File: config.mk
export PLATFORM = sky130hd
export DESIGN_NAME = rmssd_window_sched
export DESIGN_NICKNAME = d
export VERILOG_FILES = /design/src/rtl/rmssd_window_sched.sv
export SDC_FILE = /design/constraint.sdc
export NUM_CORES = 1
export LEC_CHECK = 0
export CORE_ASPECT_RATIO = 1.25
export CORE_MARGIN = 5
export CORE_UTILIZATION = 53
export DETAILED_ROUTE_END_ITERATION = 12
export PLACE_DENSITY = 0.85
export SETUP_SLACK_MARGIN = 0.02
export SYNTH_ARGS = -nofsm -noshare
export SYNTH_HDL_FRONTEND = slang
export SYNTH_SLANG_ARGS = --single-unit
File: constraint.sdc
create_clock -name clk -period 2.35 [get_ports clk]
set_clock_uncertainty 0.2 [all_clocks]
set_input_delay 0.705 -clock clk [delete_from_list [all_inputs] [get_ports clk]]
set_output_delay 0.705 -clock clk [all_outputs]
set_load 0.01 [all_outputs]
File: src/rtl/rmssd_window_sched.sv
// rmssd_window_sched: buffers RR samples and streams 8-sample windows to an RMSSD engine; RMSSD_OVERLAP_EN selects a 4-sample pop (sliding window) instead of 8
module rmssd_window_sched #(
    parameter int DEPTH       = 16,
    parameter int TIMEOUT_CYC = 32
) (
    input  logic       clk,
    input  logic       rst,
    input  logic [7:0] rr_in,
    input  logic       rr_valid,
    output logic       rr_ready,
    output logic       eng_rst_n,
    output logic       eng_valid,
    output logic [7:0] eng_rr,
    input  logic       eng_done,
    input  logic [7:0] eng_rmssd,
    output logic [7:0] rmssd_out,
    output logic       rmssd_valid,
    output logic       busy,
    output logic       overrun,
    output logic       timeout
);
    localparam int AW = $clog2(DEPTH);
    localparam int CW = (TIMEOUT_CYC > 8) ? $clog2(TIMEOUT_CYC) : 3;
`ifdef RMSSD_OVERLAP_EN
    localparam int POP = 4;
`else
    localparam int POP = 8;
`endif

    typedef enum logic [2:0] {S_FILL, S_KICK, S_STREAM, S_WAIT, S_CAPTURE, S_CLEAR} state_t;

    state_t          state, nxt;
    logic [7:0]      mem [DEPTH];
    logic [AW-1:0]   wr_ptr, rd_ptr;
    logic [AW:0]     count;
    logic [CW-1:0]   cnt;
    logic            full, push, pop, tmo;

    assign full      = count == (AW+1)'(DEPTH);
    assign rr_ready  = !full;
    assign push      = rr_valid && !full;
    assign tmo       = state == S_WAIT && !eng_done && cnt == CW'(TIMEOUT_CYC - 1);
    assign pop       = state == S_CAPTURE || tmo;
    assign busy      = state != S_FILL;
    assign eng_valid = state == S_KICK || state == S_STREAM;
    assign eng_rr    = state == S_STREAM ? mem[rd_ptr + AW'(cnt[2:0])] : 8'd0;

    // next-state: fixed-length KICK/STREAM, WAIT ends on done or timeout
    always_comb begin
        nxt = state;
        case (state)
            S_FILL:    nxt = count >= (AW+1)'(8) ? S_KICK : S_FILL;
            S_KICK:    nxt = S_STREAM;
            S_STREAM:  nxt = cnt[2:0] == 3'd7 ? S_WAIT : S_STREAM;
            S_WAIT:    nxt = eng_done ? S_CAPTURE : (tmo ? S_CLEAR : S_WAIT);
            S_CAPTURE: nxt = S_CLEAR;
            S_CLEAR:   nxt = S_FILL;
            default:   nxt = S_FILL;
        endcase
    end

    // state register and per-state cycle counter (restarts on every transition)
    always_ff @(posedge clk) begin
        state <= rst ? S_FILL : nxt;
        cnt   <= (rst || state != nxt) ? '0 : cnt + 1'b1;
    end

    // sample storage; stale entries are harmless since pointers define contents
    always_ff @(posedge clk) begin
        if (push) mem[wr_ptr] <= rr_in;
    end

    // FIFO pointers and exact occupancy; the window is popped only once it is done
    always_ff @(posedge clk) begin
        if (rst) begin
            wr_ptr <= '0;
            rd_ptr <= '0;
            count  <= '0;
        end else begin
            wr_ptr <= push ? wr_ptr + 1'b1 : wr_ptr;
            rd_ptr <= pop ? rd_ptr + AW'(POP) : rd_ptr;
            count  <= count + (AW+1)'(push) - (pop ? (AW+1)'(POP) : '0);
        end
    end

    // result capture, engine reset strobe and sticky error flags
    always_ff @(posedge clk) begin
        eng_rst_n   <= !rst && nxt != S_CLEAR;
        rmssd_valid <= !rst && state == S_CAPTURE;
        rmssd_out   <= rst ? 8'd0 : (state == S_CAPTURE ? eng_rmssd : rmssd_out);
        overrun     <= !rst && (overrun || (rr_valid && full));
        timeout     <= !rst && (timeout || tmo);
    end
endmodule
==> run summary <==
The run gives 1 as the number of antenna violations at the first check in global routing. The post-route antenna net violation count was 0; the routability congestion estimate was 0.817. The detailed router finished its first iteration with 319 violations. In this run the mean area of a mapped cell was 16.8 um2. At the pin with the least slew margin, the transition time is 603 ps. Summing every instance area after synthesis gives 0.00635 mm2.

The later pin in the worst-skew pair is clocked with a latency of 420 ps. The number of flops mapped to enable cells by yosys is 128, and the placement row count is 44. The power density normalized to cell area works out to 1000 mW/mm2.

The tools report the beginning of the worst hold path as rmssd_out[0]$_SDFFE_PP0N_. Setup repair after global routing could not meet its margin everywhere. The relative max-transition margin came out at 59.7%. In the finished design, the share of the clock period the worst path needs comes to 127%.

Once placement finished, the instance area stood at 0.00753 mm2. The layout has 692 filler cells. Final global-route overflow total: 0. Across the VDD grid, the largest voltage drop is 0.798 mV. Dividing the detail-routed via count by the number of cells gives 5.80. Clock tree synthesis inserted a total of 17 buffers. For this design the top-level I/O count stands at 43. In this run the clock root is driven by a clkbuf_16.

After clock tree synthesis, the flow added hold-fix buffers numbering 0. The run gives 0.0143 mm2 as the die area. The tools report the destination of the worst register-to-register timing path as count[4]$_SDFF_PP0_. STA classifies the critical path endpoint as an output pin. After technology mapping, the gate count stands at 378. Number of pins exceeding their max-slew limit in the final report: 0. The number of sinks handled by clock tree synthesis is 158. Number of hold violations in the final report: 0.

In this run the worst hold path is classified as reg2reg. The area of the core region was 0.0117 mm2. The number of cells traversed by the worst hold path works out to 2. The worst hold path terminates at rmssd_out[0]$_SDFFE_PP0N_.

The count of input and output buffers was 42; the static leakage power was 2.94 nW. For this run, the number of Yosys warnings is 0. The buffer levels on the longest clock path came out at 2. The clock transition at the registers of the reported paths works out to 60 ps.

The tools report the initial core utilization as 54.4%. The depth of the most critical reg-to-reg path came out at 11. The detailed-placement wirelength estimate is 8.90 mm, and the layout cell share with drive strength beyond 1 is 39.3%. Leaving out fill and tap cells, the most frequent cell in the layout is edfxtp_1.

Entering global routing, the biggest net connects 20 pins. After detailed routing, the average wire length per cell comes to 23.0 um. TritonCTS built the clock tree. In this run the register-to-register setup slack is -240 ps. The all-layer global routing usage came out at 22.6%. The final layout net count came out at 537.

The run gives 4124 as the number of global-route vias before repair. The timing startpoint of the critical path was cnt[0]$_SDFF_PP0_. The tightest hold path in the finished design has a slack of 259 ps. The distinct cell type count after synthesis is 39, and the layout overhead on the synthesized area is 32.4%. From left edge to right edge, the die measures 108 um. The summed area of non-filler cells in the final layout was 0.00840 mm2; the worst-path maximum fanout was 4.

Type of the worst setup path: reg2out. Number of nets produced by synthesis: 412. The minimum period implied by the final worst setup slack came out at 2990 ps.

The final reports fail on negative setup slack. The run gives 70.0% as the post-synthesis sequential area ratio. The die is 132 um tall.

The minimum setup slack in the final design is -636 ps. Derived from the worst setup path, the maximum achievable clock frequency is 0.335 GHz. Counting flops with an async set or reset pin after synthesis yields a share of 0%. The library cells used most frequently in the layout, excluding fill and tap cells, are 128 x edfxtp_1, 66 x buf_4, 31 x clkdlybuf4s50_1.

The worst register-to-register path begins at cnt[0]$_SDFF_PP0_. The global-route wire length before repair was 23.5 mm. Most frequently used flop master after synthesis: edfxtp_1. In the routed design, unresolved DRC markers number 0.

The run finished, with violations left. The H-tree depth came out at 4. The number of vias in the routed layout is 3932, and the number of storage elements in the synthesis netlist is 158. Data on the critical path arrives at its endpoint at 2080 ps. The tools report the final wirelength as 15.6 mm. The worst setup path is launched from a register. Setup violations remaining at the end of the flow were counted as 11. The logs give 5 for the number of search-and-repair iterations in the first detailed-routing pass and 1440 ps for the required time at the endpoint of the critical path. The tool flagged a number of max-cap violations equal to 0.
==> Yosys cell counts, types with 3 or more instances <==
library cell | instances | area [um2]
nor2_1 | 33 | 124
nor3_1 | 5 | 25.0
inv_1 | 24 | 90.1
mux4_2 | 25 | 563
mux4_1 | 7 | 184
ha_1 | 14 | 175
o221ai_1 | 9 | 78.8
dfxtp_1 | 30 | 601
xor2_1 | 5 | 43.8
buf_6 | 3 | 33.8
edfxtp_1 | 128 | 3840
clkbuf_1 | 6 | 22.5
nand2_1 | 21 | 78.8
buf_2 | 6 | 30.0
nor2b_1 | 5 | 31.3
and2_1 | 4 | 25.0
a21oi_1 | 12 | 60.1
xnor2_1 | 5 | 43.8
a22oi_1 | 8 | 60.1
nand2b_1 | 3 | 18.8
nand3_1 | 3 | 15.0
==> timing repair <==
action	4_1_cts	5_1_grt
gates resized for setup	77	27
pin swaps	12	12
setup endpoints to repair	18	97
setup buffers	8	6
cloned	1	1
==> final cells by class <==
type	instances	area, um2	share of cell area [%]
Sequential cell	158	4450	53.0
Multi-Input combinational cell	178	1950	23.2
Timing Repair Buffer	124	1150	13.7
Clock buffer	21	440	5.24
Tap cell	161	201	2.40
Clock inverter	11	116	1.38
Inverter	24	90.1	1.07
Antenna cell	1	2.50	0.0298
==> power breakdown <==
part           total, W  internal [W]  switching (W)
Clock           0.00261       0.00155        0.00105
Combinational   0.00253       0.00137        0.00116
Sequential      0.00327       0.00317      0.0000962
Total           0.00840       0.00610        0.00231
==> per-stage QoR <==
| stage | cells | total power, W | setup WS (ps) | util (%) | setup TNS (ps) |
|---|---|---|---|---|---|
| after floorplan | 378 | 0.00455 | 37.4 | - | 0 |
| after global placement | 631 | 0.00520 | -518 | 64.5 | -11610 |
| after detailed placement | 631 | 0.00527 | -541 | 64.5 | -17790 |
| after CTS | 672 | 0.00818 | -672 | 71.0 | -5570 |
| after global routing | 678 | 0.00875 | -700 | 72.0 | -6030 |
| final | 678 | 0.00840 | -636 | 72.0 | -5300 |
==> worst max-delay path, cell delays in order (launching register included) <==
cell	delay [ps]
dfxtp_4	400
buf_12	130
buf_6	90
mux4_2	530
a22oi_2	210
o221ai_2	140
buf_2	170
==> worst max path at each step <==
| stage | to | slack, ps |
|---|---|---|
| after floorplan | eng_rr[6] | 40 |
| after global placement | eng_rr[7] | -520 |
| after detailed placement | eng_rr[7] | -540 |
| after CTS | eng_rr[2] | -670 |
| after global routing | eng_rr[3] | -700 |
| final | eng_rr[2] | -640 |
==> flip-flops by register name, indices dropped and copies added (netlist names), 3 cells and up <==
register   cells
count          5
rmssd_out      8
state          3
cnt            5
mem          128
wr_ptr         4
==> kinds of logic (layout without fill, tap and decap cells) <==
logic type | Yosys count | count (layout) | share of synthesized area [%]
AND/OR/NAND/NOR | 82 | 82 | 6.41
buffers and inverters | 42 | 180 | 3.08
multiplexers | 33 | 33 | 11.9
adder cells (fa/ha/maj) | 14 | 14 | 2.76
other | 0 | 1 | 0
XOR/XNOR | 10 | 10 | 1.38
flip-flops | 158 | 158 | 70.0
AO/OA/AOI/OAI | 39 | 39 | 4.42
==> routing by layer <==
layer  GRT usage (%)  vias to the layer above  part of all wire (%)
met4            9.54                        0                   3.1
met5               0                        -                     0
li1                -                     1714                     -
met3            5.59                       33                   6.7
met1            26.3                     1975                    35
met2            39.3                      210                    55
Power figures use the tool's default switching activity.
